**src/rtl/pin_entry_ctrl_pkg.sv**
```systemverilog
// ----------------------------------------------------------------------------
// pin_entry_ctrl_pkg
// Shared definitions for the card-session PIN entry controller.
// Contents:
//   - counter and threshold widths
//   - BCD digit limit and default inactivity threshold
//   - FSM state encoding
//   - is_bcd() helper used to filter keypad digits
// ----------------------------------------------------------------------------
package pin_entry_ctrl_pkg;

  localparam int CNT_W    = 3;   // digit_count width
  localparam int ATT_W    = 3;   // attempts_left width (MAX_ATTEMPTS 1..7)
  localparam int THRESH_W = 32;  // timer threshold width

  localparam logic [3:0]          BCD_MAX           = 4'd9;
  localparam logic [THRESH_W-1:0] DIGIT_TIMEOUT_DEF = 32'd5000;

  typedef enum logic [2:0] {
    ST_IDLE    = 3'd0,
    ST_ENTRY   = 3'd1,
    ST_CHECK   = 3'd2,
    ST_RETRY   = 3'd3,
    ST_GRANTED = 3'd4,
    ST_LOCKED  = 3'd5,
    ST_ABORT   = 3'd6
  } state_e;

  // True for a keypad code that is a legal decimal digit.
  function automatic logic is_bcd(input logic [3:0] digit);
    return (digit <= BCD_MAX);
  endfunction

endpackage

```
**src/rtl/pin_entry_ctrl_if.sv**
```systemverilog
// ----------------------------------------------------------------------------
// pin_entry_ctrl_if
// Bundles the keypad/card-reader inputs, the inactivity-timer handshake and
// the session status outputs of the PIN entry controller.
// Modports:
//   master : environment side (keypad, card reader, timer, menu logic)
//   slave  : controller side (pin_entry_ctrl)
// Signals:
//   card_in, key_valid, key_digit, key_enter, key_cancel, stored_pin, time_out
//     -> controller inputs
//   timer_start, timer_restart, timer_threshold, pin_ok, pin_fail, card_lock,
//   session_abort, attempts_left, digit_count
//     -> controller outputs
// ----------------------------------------------------------------------------
interface pin_entry_ctrl_if #(
  parameter int PIN_DIGITS = 4
);
  import pin_entry_ctrl_pkg::*;

  logic                    card_in;
  logic                    key_valid;
  logic [3:0]              key_digit;
  logic                    key_enter;
  logic                    key_cancel;
  logic [4*PIN_DIGITS-1:0] stored_pin;
  logic                    time_out;

  logic                    timer_start;
  logic                    timer_restart;
  logic [THRESH_W-1:0]     timer_threshold;
  logic                    pin_ok;
  logic                    pin_fail;
  logic                    card_lock;
  logic                    session_abort;
  logic [ATT_W-1:0]        attempts_left;
  logic [CNT_W-1:0]        digit_count;

  modport master (
    output card_in, key_valid, key_digit, key_enter, key_cancel, stored_pin, time_out,
    input  timer_start, timer_restart, timer_threshold, pin_ok, pin_fail,
           card_lock, session_abort, attempts_left, digit_count
  );

  modport slave (
    input  card_in, key_valid, key_digit, key_enter, key_cancel, stored_pin, time_out,
    output timer_start, timer_restart, timer_threshold, pin_ok, pin_fail,
           card_lock, session_abort, attempts_left, digit_count
  );

endinterface

```
**src/rtl/pin_entry_ctrl_digit_buffer.sv**
```systemverilog
// ----------------------------------------------------------------------------
// pin_entry_ctrl_digit_buffer
// PIN_DIGITS-deep BCD shift register with a digit counter. New digits enter
// at the LSB end, so after PIN_DIGITS shifts the first typed digit sits in the
// MSBs, matching the stored PIN layout. PIN_DIGITS must be at least 2.
// Ports:
//   clk      in   clock
//   rst      in   synchronous active-high reset
//   clr_i    in   clear contents and count (wins over shift_i)
//   shift_i  in   shift digit_i in and bump the count
//   digit_i  in   BCD digit to shift in
//   data_o   out  buffered digits (registered)
//   count_o  out  number of buffered digits (registered)
// The caller is responsible for never shifting into a full buffer.
// ----------------------------------------------------------------------------
module pin_entry_ctrl_digit_buffer
  import pin_entry_ctrl_pkg::*;
#(
  parameter int PIN_DIGITS = 4
) (
  input  logic                    clk,
  input  logic                    rst,
  input  logic                    clr_i,
  input  logic                    shift_i,
  input  logic [3:0]              digit_i,
  output logic [4*PIN_DIGITS-1:0] data_o,
  output logic [CNT_W-1:0]        count_o
);

  logic [4*PIN_DIGITS-1:0] data_q;
  logic [CNT_W-1:0]        count_q;

  // Digit storage and occupancy count.
  always_ff @(posedge clk) begin
    if (rst) begin
      data_q  <= '0;
      count_q <= '0;
    end else if (clr_i) begin
      data_q  <= '0;
      count_q <= '0;
    end else if (shift_i) begin
      data_q  <= {data_q[4*PIN_DIGITS-5:0], digit_i};
      count_q <= count_q + CNT_W'(1);
    end else begin
      data_q  <= data_q;
      count_q <= count_q;
    end
  end

  assign data_o  = data_q;
  assign count_o = count_q;

endmodule

```
**src/rtl/pin_entry_ctrl.sv**
```systemverilog
// ----------------------------------------------------------------------------
// pin_entry_ctrl
// Card-session PIN entry controller. Collects keypad digits while a card is
// present, compares them with the card's stored PIN and grants the session,
// allows a retry, or locks the card once the attempts are used up. Drives the
// inactivity timer (start/restart/threshold) and aborts on its time_out.
// Ports:
//   clk      in   system clock, rising edge
//   rst      in   synchronous active-high reset
//   ctrl_io  slave modport of pin_entry_ctrl_if (keypad, card, timer, status)
// All status outputs are registered and reflect the state entered at the
// most recent clock edge; timer_threshold is the constant DIGIT_TIMEOUT.
// ----------------------------------------------------------------------------
module pin_entry_ctrl
  import pin_entry_ctrl_pkg::*;
#(
  parameter int                  PIN_DIGITS    = 4,
  parameter int                  MAX_ATTEMPTS  = 3,
  parameter logic [THRESH_W-1:0] DIGIT_TIMEOUT = DIGIT_TIMEOUT_DEF
) (
  input logic             clk,
  input logic             rst,
  pin_entry_ctrl_if.slave ctrl_io
);

  localparam logic [ATT_W-1:0] ATT_INIT  = ATT_W'(MAX_ATTEMPTS);
  localparam logic [CNT_W-1:0] CNT_FULL  = CNT_W'(PIN_DIGITS);

  state_e                  state_q, state_d;
  logic [ATT_W-1:0]        attempts_q, attempts_d;
  logic                    timer_start_q;
  logic                    timer_restart_q, restart_d;
  logic                    pin_ok_q;
  logic                    pin_fail_q, fail_d;
  logic                    card_lock_q;
  logic                    session_abort_q;

  logic                    buf_clr_s;
  logic                    buf_shift_s;
  logic [4*PIN_DIGITS-1:0] buf_data_s;
  logic [CNT_W-1:0]        buf_count_s;
  logic                    pin_match_s;

  pin_entry_ctrl_digit_buffer #(
    .PIN_DIGITS (PIN_DIGITS)
  ) u_digit_buffer (
    .clk     (clk),
    .rst     (rst),
    .clr_i   (buf_clr_s),
    .shift_i (buf_shift_s),
    .digit_i (ctrl_io.key_digit),
    .data_o  (buf_data_s),
    .count_o (buf_count_s)
  );

  // A short entry never matches, even if its digits are a prefix of the PIN.
  assign pin_match_s = (buf_count_s == CNT_FULL) && (buf_data_s == ctrl_io.stored_pin);

  // Next state, attempt counter, pulse requests and buffer control.
  always_comb begin
    state_d     = state_q;
    attempts_d  = attempts_q;
    restart_d   = 1'b0;
    fail_d      = 1'b0;
    buf_clr_s   = 1'b0;
    buf_shift_s = 1'b0;
    if (!ctrl_io.card_in) begin
      // Card removal ends the session from any state.
      state_d    = ST_IDLE;
      attempts_d = ATT_INIT;
      buf_clr_s  = 1'b1;
    end else begin
      case (state_q)
        ST_IDLE: begin
          state_d    = ST_ENTRY;
          attempts_d = ATT_INIT;
          buf_clr_s  = 1'b1;
          restart_d  = 1'b1;
        end
        ST_ENTRY: begin
          if (ctrl_io.time_out || ctrl_io.key_cancel) begin
            state_d = ST_ABORT;
          end else if (ctrl_io.key_enter) begin
            // Enter wins over a simultaneous digit; the digit is dropped.
            state_d = ST_CHECK;
          end else if (ctrl_io.key_valid && is_bcd(ctrl_io.key_digit) &&
                       (buf_count_s < CNT_FULL)) begin
            buf_shift_s = 1'b1;
            restart_d   = 1'b1;
          end else begin
            state_d = ST_ENTRY;
          end
        end
        ST_CHECK: begin
          if (pin_match_s) begin
            state_d = ST_GRANTED;
          end else begin
            fail_d     = 1'b1;
            attempts_d = attempts_q - ATT_W'(1);
            if (attempts_q <= ATT_W'(1)) begin
              state_d = ST_LOCKED;
            end else begin
              state_d = ST_RETRY;
            end
          end
        end
        ST_RETRY: begin
          state_d   = ST_ENTRY;
          buf_clr_s = 1'b1;
          restart_d = 1'b1;
        end
        ST_GRANTED: state_d = ST_GRANTED;
        ST_LOCKED:  state_d = ST_LOCKED;
        ST_ABORT:   state_d = ST_ABORT;
        default:    state_d = ST_IDLE;
      endcase
    end
  end

  // FSM state, attempt counter and registered status outputs.
  always_ff @(posedge clk) begin
    if (rst) begin
      state_q         <= ST_IDLE;
      attempts_q      <= ATT_INIT;
      timer_start_q   <= 1'b0;
      timer_restart_q <= 1'b0;
      pin_ok_q        <= 1'b0;
      pin_fail_q      <= 1'b0;
      card_lock_q     <= 1'b0;
      session_abort_q <= 1'b0;
    end else begin
      state_q         <= state_d;
      attempts_q      <= attempts_d;
      timer_start_q   <= (state_d == ST_ENTRY);
      timer_restart_q <= restart_d;
      pin_ok_q        <= (state_d == ST_GRANTED);
      pin_fail_q      <= fail_d;
      card_lock_q     <= (state_d == ST_LOCKED);
      session_abort_q <= (state_d == ST_ABORT);
    end
  end

  assign ctrl_io.timer_start     = timer_start_q;
  assign ctrl_io.timer_restart   = timer_restart_q;
  assign ctrl_io.timer_threshold = DIGIT_TIMEOUT;
  assign ctrl_io.pin_ok          = pin_ok_q;
  assign ctrl_io.pin_fail        = pin_fail_q;
  assign ctrl_io.card_lock       = card_lock_q;
  assign ctrl_io.session_abort   = session_abort_q;
  assign ctrl_io.attempts_left   = attempts_q;
  assign ctrl_io.digit_count     = buf_count_s;

endmodule

```
**src/flat_wrapper.sv**
```systemverilog
// flat-port wrapper written by rule: the top's interface ports become plain ports
module pin_entry_ctrl_flat import pin_entry_ctrl_pkg::*;
#(
  parameter int                  PIN_DIGITS    = 4,
  parameter int                  MAX_ATTEMPTS  = 3,
  parameter logic [THRESH_W-1:0] DIGIT_TIMEOUT = DIGIT_TIMEOUT_DEF
)
  (clk, rst, ctrl_io_card_in, ctrl_io_key_valid, ctrl_io_key_digit, ctrl_io_key_enter, ctrl_io_key_cancel, ctrl_io_stored_pin, ctrl_io_time_out, ctrl_io_timer_start, ctrl_io_timer_restart, ctrl_io_timer_threshold, ctrl_io_pin_ok, ctrl_io_pin_fail, ctrl_io_card_lock, ctrl_io_session_abort, ctrl_io_attempts_left, ctrl_io_digit_count);
  pin_entry_ctrl_if #(.PIN_DIGITS(PIN_DIGITS)) ctrl_io_i ();
  input logic clk;
  input logic rst;
  input wire logic [$bits(ctrl_io_i.card_in)-1:0] ctrl_io_card_in;
  input wire logic [$bits(ctrl_io_i.key_valid)-1:0] ctrl_io_key_valid;
  input wire logic [$bits(ctrl_io_i.key_digit)-1:0] ctrl_io_key_digit;
  input wire logic [$bits(ctrl_io_i.key_enter)-1:0] ctrl_io_key_enter;
  input wire logic [$bits(ctrl_io_i.key_cancel)-1:0] ctrl_io_key_cancel;
  input wire logic [$bits(ctrl_io_i.stored_pin)-1:0] ctrl_io_stored_pin;
  input wire logic [$bits(ctrl_io_i.time_out)-1:0] ctrl_io_time_out;
  output wire logic [$bits(ctrl_io_i.timer_start)-1:0] ctrl_io_timer_start;
  output wire logic [$bits(ctrl_io_i.timer_restart)-1:0] ctrl_io_timer_restart;
  output wire logic [$bits(ctrl_io_i.timer_threshold)-1:0] ctrl_io_timer_threshold;
  output wire logic [$bits(ctrl_io_i.pin_ok)-1:0] ctrl_io_pin_ok;
  output wire logic [$bits(ctrl_io_i.pin_fail)-1:0] ctrl_io_pin_fail;
  output wire logic [$bits(ctrl_io_i.card_lock)-1:0] ctrl_io_card_lock;
  output wire logic [$bits(ctrl_io_i.session_abort)-1:0] ctrl_io_session_abort;
  output wire logic [$bits(ctrl_io_i.attempts_left)-1:0] ctrl_io_attempts_left;
  output wire logic [$bits(ctrl_io_i.digit_count)-1:0] ctrl_io_digit_count;
  assign ctrl_io_i.card_in = ctrl_io_card_in;
  assign ctrl_io_i.key_valid = ctrl_io_key_valid;
  assign ctrl_io_i.key_digit = ctrl_io_key_digit;
  assign ctrl_io_i.key_enter = ctrl_io_key_enter;
  assign ctrl_io_i.key_cancel = ctrl_io_key_cancel;
  assign ctrl_io_i.stored_pin = ctrl_io_stored_pin;
  assign ctrl_io_i.time_out = ctrl_io_time_out;
  assign ctrl_io_timer_start = ctrl_io_i.timer_start;
  assign ctrl_io_timer_restart = ctrl_io_i.timer_restart;
  assign ctrl_io_timer_threshold = ctrl_io_i.timer_threshold;
  assign ctrl_io_pin_ok = ctrl_io_i.pin_ok;
  assign ctrl_io_pin_fail = ctrl_io_i.pin_fail;
  assign ctrl_io_card_lock = ctrl_io_i.card_lock;
  assign ctrl_io_session_abort = ctrl_io_i.session_abort;
  assign ctrl_io_attempts_left = ctrl_io_i.attempts_left;
  assign ctrl_io_digit_count = ctrl_io_i.digit_count;
  pin_entry_ctrl #(.PIN_DIGITS(PIN_DIGITS), .MAX_ATTEMPTS(MAX_ATTEMPTS), .DIGIT_TIMEOUT(DIGIT_TIMEOUT)) u_core (.clk(clk), .rst(rst), .ctrl_io(ctrl_io_i));
endmodule
```
**config.mk**
```make
export PLATFORM = sky130hd
export DESIGN_NAME = pin_entry_ctrl_flat
export DESIGN_NICKNAME = d
export VERILOG_FILES = /design/src/rtl/pin_entry_ctrl_pkg.sv /design/src/rtl/pin_entry_ctrl_if.sv /design/src/rtl/pin_entry_ctrl_digit_buffer.sv /design/src/rtl/pin_entry_ctrl.sv /design/src/flat_wrapper.sv
export SDC_FILE = /design/constraint.sdc
export NUM_CORES = 1
export LEC_CHECK = 0
export CORE_MARGIN = 4
export CORE_UTILIZATION = 33
export CTS_CLUSTER_SIZE = 28
export DETAILED_ROUTE_END_ITERATION = 8
export PLACE_DENSITY_LB_ADDON = 0.2
export SLEW_MARGIN = 20
export SYNTH_ARGS = -nofsm -noshare
export SYNTH_HDL_FRONTEND = slang
export SYNTH_SLANG_ARGS = --single-unit
```
**constraint.sdc**
```tcl
create_clock -name clk -period 2.89 [get_ports clk]
set_input_delay 0.4335 -clock clk [delete_from_list [all_inputs] [get_ports clk]]
set_output_delay 0.4335 -clock clk [all_outputs]
set_load 0.02 [all_outputs]
```
==> reports/results.ini <==
[status]
status=finished, final reports clean

[clocking]
cts_buffers=5
cts_tree=done
cts.sinks=31
post_cts_buffers=0
worstSkewPairLatency_ns=0.28
clkSlewWorstSetupHoldPaths_ns=0.06
cts_resized=0
cts-hold-fix-buffers=0
htree_levels=2
cts_max_path_buffers=2
cts_root_buffer=clkbuf_8

[logic_synthesis]
synth_area_mm2=0.00171
synth_area_leader_cell=dfxtp_1
ys_seq_area_share_pct=36.2
synthDistinctLibCells=37
synth_top_area_share_pct=36.2
avgSynthCellArea_um2=8.27
synth_seq_cells=31
syn-instance-count=207
ys_top_cells_by_area=dfxtp_1 36%, buf_4 14%, nand2_1 8.5%, xor2_1 8.2%, a21oi_1 5.8%
yosys_warnings=0

[worst_setup_path]
critPathBufInv=1
cpPeakStageDelay_ns=0.41
worst_setup_path_start_kind=input pin
startpoint=ctrl_io_stored_pin[9]
critPathTopFamily=simple AND/OR/NAND/NOR gates
cp.depth=7
rrSetupSlack_ns=1.07
critPathMaxFanout=4
worstPathRequired_ns=3.06
cp_slowest_cell=clkdlybuf4s50_1
r2r_cells=6
cp.arrival_ns=2.21
path_class=in -> reg
cp-end-kind=flip-flop
r2r-start=u_core.u_digit_buffer.data_o[9]$_SDFFE_PP0P_
path_cells=clkdlybuf4s50_1, xor2_1, nor4_1, nand3_1, nor3_2, nor2_1, and3_1
timing.rr.end=u_core.ctrl_io.card_lock$_SDFF_PP0_
crit_path_end=u_core.ctrl_io.card_lock$_SDFF_PP0_

[power_and_ir_drop]
power_density_mw_per_mm2=414
p_total_uw=862
leakagePower_nw=0.814
vdd_drop_max_mv=0.182

[global_route]
grt_max_degree=20
antenna_found_initial=0
grt_first_pass_wirelength_um=5550
grt_pass1_vias=1194
grt-ovfl-total=0
grt_usage_pct=11.3

[die]
core_region_area_mm2=0.00488
die_h_um=80.0
die_area_mm2=0.00641
die_w_um=80.0
io_pins=71
fp-row-count=25
start_util_pct=35.1

[sta]
rsz0062_at_grt=false
fin_crit_ns=2.04
fmax_mhz=490
max_slew_margin_pct=51.7
slew_viol_final=0
skew_ns=0.00224
finalSetupViolations=0
finalHoldViolations=0
tightest_slew_ns=0.725
fin_crit_sh_pct=70.6
fin_tns_setup_ns=0

[finish]
fin_util_pct=42.7
fillCellCount=496
layout-drive-gt1-share_pct=6.17
nNetsFinal=275
antenna_cells=0
layout_commonest_cell=nand2_1
area.growth.synth_to_final_pct=21.7
final_cell_mix=39 x nand2_1, 38 x clkdlybuf4s50_1, 32 x conb_1

[drt]
antenna_left=0
routed_via_density=4.24
routed_wl_um=3490
drt_first_pass_iters=4
initialDrtViolationCount=89
vias=1314
drcViolationCount=0
wire_per_inst_um=11.2

[hold_path]
hold_class=reg -> reg

[place]
dpl.hpwl_um=2570
port_buffers=38
gp_congestion=0.816

[run]
cap_violations=0

-- logic make-up after synthesis --
family | count (synthesis) | synth area share, %
other | 2 | 0.438
and+or+nand+nor | 75 | 21.7
AOI/OAI and AO/OA | 32 | 11.5
adders and majority gates | 4 | 2.92
xor gates and xnor gates | 19 | 9.72
buffers and inverters | 44 | 17.5
DFF | 31 | 36.2
-- where the power goes --
group | switching [mW] | leakage, nW | total [mW] | internal [mW]
combinational | 0.0730 | 0.526 | 0.124 | 0.0507
clock | 0.143 | 0.0371 | 0.303 | 0.160
sequential | 0.00395 | 0.250 | 0.436 | 0.432
total | 0.220 | 0.814 | 0.862 | 0.642
-- registers in the layout (all words and copies together) (netlist names) --
signal and flops:
u_core.ctrl_io.attempts_left 3, u_core.ctrl_io.card_lock 1, u_core.ctrl_io.pin_fail 1, u_core.ctrl_io.pin_ok 1
u_core.ctrl_io.session_abort 1, u_core.ctrl_io.timer_restart 1, u_core.ctrl_io.timer_start 1, u_core.state_q 3
u_core.u_digit_buffer.count_o 3, u_core.u_digit_buffer.data_o 16
-- cell type report --
class,instances,area [um^2],share of cell area (%)
Tap cell,67,83.8,4.02
Timing Repair Buffer,38,380,18.2
Inverter,6,22.5,1.08
Sequential cell,31,621,29.8
Multi-Input combinational cell,162,905,43.4
Clock buffer,6,72.6,3.48
-- worst min-delay path by stage --
stage	startpoint	to	slack, ns	cells past startpoint
after global routing	u_core.u_digit_buffer.data_o[0]$_SDFFE_PP0P_	u_core.u_digit_buffer.data_o[0]$_SDFFE_PP0P_	0.49	2
after detailed placement	u_core.u_digit_buffer.data_o[15]$_SDFFE_PP0P_	u_core.u_digit_buffer.data_o[15]$_SDFFE_PP0P_	0.46	2
after floorplan	u_core.u_digit_buffer.data_o[12]$_SDFFE_PP0P_	u_core.u_digit_buffer.data_o[12]$_SDFFE_PP0P_	0.44	2
after CTS	u_core.u_digit_buffer.data_o[15]$_SDFFE_PP0P_	u_core.u_digit_buffer.data_o[15]$_SDFFE_PP0P_	0.47	2
after global placement	u_core.u_digit_buffer.data_o[12]$_SDFFE_PP0P_	u_core.u_digit_buffer.data_o[12]$_SDFFE_PP0P_	0.45	2
final	u_core.u_digit_buffer.data_o[15]$_SDFFE_PP0P_	u_core.u_digit_buffer.data_o[15]$_SDFFE_PP0P_	0.46	2
-- routing by layer --
metal / global-route usage (%) / part of all wire (%) / wire [um]
met2: 15.1 / 40 / 1400
met1: 16.1 / 49 / 1710
met4: 6.08 / 2.4 / 83
met3: 3.27 / 8.6 / 299
met5: 0 / 0 / 0
-- cells in the mapped netlist, drive strengths merged --
| cell | number |
|---|---|
| a211o | 1 |
| a21oi | 20 |
| a31oi | 3 |
| and2 | 2 |
| and3 | 1 |
| buf | 37 |
| clkbuf | 1 |
| conb | 2 |
| dfxtp | 31 |
| ha | 4 |
| inv | 6 |
| nand2 | 39 |
| nand2b | 3 |
| nand3 | 1 |
| nand3b | 1 |
| nand4 | 2 |
| nor2 | 12 |
| nor2b | 1 |
| nor3 | 8 |
| nor4 | 4 |
| o211ai | 1 |
| o21ai | 4 |
| o22ai | 1 |
| o32a | 1 |
| o41a | 1 |
| or2 | 1 |
| xnor2 | 3 |
| xor2 | 16 |
-- metrics by stage --
step / std cells / hold WS, ns / instance area (um^2) / setup WS [ns]
2_1_floorplan: 237 / 0.444 / 1830 / 1.21
3_3_place_gp: 304 / 0.452 / 2010 / 0.568
3_5_place_dp: 304 / 0.458 / 2010 / 0.554
4_1_cts: 310 / 0.466 / 2080 / 0.826
5_1_grt: 310 / 0.495 / 2080 / 0.677
6_report: 310 / 0.462 / 2080 / 0.849
-- tightest hold or removal path: cells and delay by family (launching register included) --
| family | cells | cell delay [ns] |
|---|---|---|
| DFF | 1 | 0.31 |
| AOI/OAI and AO/OA | 1 | 0.05 |
| and+or+nand+nor | 1 | 0.05 |
Note: power is estimated with default switching activity, not from simulation.
==> edit (same settings) <==
The 7 states of `state_e` get a one-hot encoding in 7 bits.
--- a/src/rtl/pin_entry_ctrl_pkg.sv
+++ b/src/rtl/pin_entry_ctrl_pkg.sv
@@ -16,14 +16,14 @@
   localparam logic [3:0]          BCD_MAX           = 4'd9;
   localparam logic [THRESH_W-1:0] DIGIT_TIMEOUT_DEF = 32'd5000;
 
-  typedef enum logic [2:0] {
-    ST_IDLE    = 3'd0,
-    ST_ENTRY   = 3'd1,
-    ST_CHECK   = 3'd2,
-    ST_RETRY   = 3'd3,
-    ST_GRANTED = 3'd4,
-    ST_LOCKED  = 3'd5,
-    ST_ABORT   = 3'd6
+  typedef enum logic [6:0] {
+    ST_IDLE    = 7'b0000001,
+    ST_ENTRY   = 7'b0000010,
+    ST_CHECK   = 7'b0000100,
+    ST_RETRY   = 7'b0001000,
+    ST_GRANTED = 7'b0010000,
+    ST_LOCKED  = 7'b0100000,
+    ST_ABORT   = 7'b1000000
   } state_e;
 
   // True for a keypad code that is a legal decimal digit.
Behaviour: same outputs for any inputs over 10 cycles, from zero or initial values and one cycle with rst high; not proved beyond that.
==> edit against the unedited design <==
Sequential cell count rose by 4; synthesized cell count is 2.9% higher; setup slack worse by 90 ps; routed wire length rose by 11%; utilization down 1.2 points; final area is 12% higher; global-route usage shrank 0.47 points; power is 13% higher; area after synthesis grew 13%.
==> edit: results (changes against the unedited design) <==
sink of the worst hold path = u_core.u_digit_buffer.count_o[2]$_SDFFE_PP0P_ (was u_core.u_digit_buffer.data_o[15]$_SDFFE_PP0P_)
met1 usage = 12.8% (was 16.1%)
mean number of vias per cell = 4.53 (was 4.24)
drt wl/cell = 12.0 um (was 11.2 um)
Hold Crit Start = u_core.u_digit_buffer.count_o[2]$_SDFFE_PP0P_ (was u_core.u_digit_buffer.data_o[15]$_SDFFE_PP0P_)
Post-synth top cells = dfxtp_1, buf_4, nor2_1, mux2i_1, xor2_1 (was nand2_1, buf_4, dfxtp_1, a21oi_1, xor2_1)
Max Clk Rate = 469 MHz (was 490 MHz)
clock skew = 7.45 ps (was 2.24 ps)
fraction of layout cells with a size suffix above 1 = 4.78% (was 6.17%)
sequential cell area fraction in the yosys report = 36.1% (was 36.2%)
Detailed Place HPWL = 3040 um (was 2570 um)
R2R cell count = 4 (was 6)
r2r setup slk = 930 ps (was 1070 ps)
largest net degree at the start of global routing = 20 (unchanged)
Synth area leaders = dfxtp_1, buf_4, mux2i_1, xor2_1, nor2_1 (was dfxtp_1, buf_4, nand2_1, xor2_1, a21oi_1)
status = finished, final reports clean (unchanged)
crit path to = u_core.u_digit_buffer.data_o[10]$_SDFFE_PP0P_ (was u_core.ctrl_io.card_lock$_SDFF_PP0_)
met2 GRT Util = 17.7% (was 15.1%)
synth warn = 0 (unchanged)
Worst Path Max Fanout = 18 (was 4)
number of global-route vias before repair = 1389 (was 1194)
Pleak = 1.04 nW (was 0.814 nW)
CP arrival = 2280 ps (was 2210 ps)
Initial DRC Count = 32 (was 89)
post-placement worst setup slack = 448 ps (was 554 ps)
worst slew pin tran = 665 ps (was 725 ps)
first-pass GRT wire length = 6250 um (was 5550 um)
GRT Total Usage = 10.9% (was 11.3%)
[edit: per-stage QoR]
stage                     cell area, um2  utilization, %  power, mW  hold WS [ps]  cells
after floorplan                     2050               -      0.609           484    243
after global placement              2240            40.0      0.629           496    316
after detailed placement            2240            40.0      0.629           509    316
after CTS                           2330            41.5      0.988           517    323
after global routing                2330            41.5       1.02           531    323
final                               2330            41.5      0.972           512    323
[edit: layout make-up]
type,count,area (um2)
timing repair buffer,39,388
sequential,35,701
tap,72,90.1
clock inverter,1,5.00
clock buffer,6,82.6
fill,601,3280
multi-input combinational,164,1040
inverter,6,22.5
[edit: per-layer routing]
| metal | up-vias | wire length [um] |
|---|---|---|
| met4 | 0 | 66 |
| met1 | 657 | 1650 |
| li1 | 749 | - |
| met3 | 7 | 295 |
| met2 | 51 | 1860 |
| met5 | - | 0 |
[edit: power by group]
part	leakage [nW]	switching [mW]	internal, mW
sequential	0.283	0.00364	0.486
combinational	0.715	0.0773	0.0506
clock	0.0470	0.167	0.187
total	1.04	0.248	0.724
[edit: logic make-up after synthesis]
| kind of cell | after synthesis | share of synthesized area, % |
|---|---|---|
| and+or+nand+nor | 69 | 20.2 |
| buffers and inverters | 44 | 16.1 |
| DFF | 35 | 36.1 |
| AOI/OAI and AO/OA | 23 | 7.29 |
| xor gates and xnor gates | 18 | 8.12 |
| muxes | 18 | 9.28 |
| adders and majority gates | 4 | 2.58 |
| other | 2 | 0.387 |
[edit: critical path, stage by stage]
cell and delay, ps:
clkdlybuf4s50_1 420, or4b_4 540, nor4_4 310, nand3_2 100
buf_4 230, mux2i_1 170, nor2_1 60
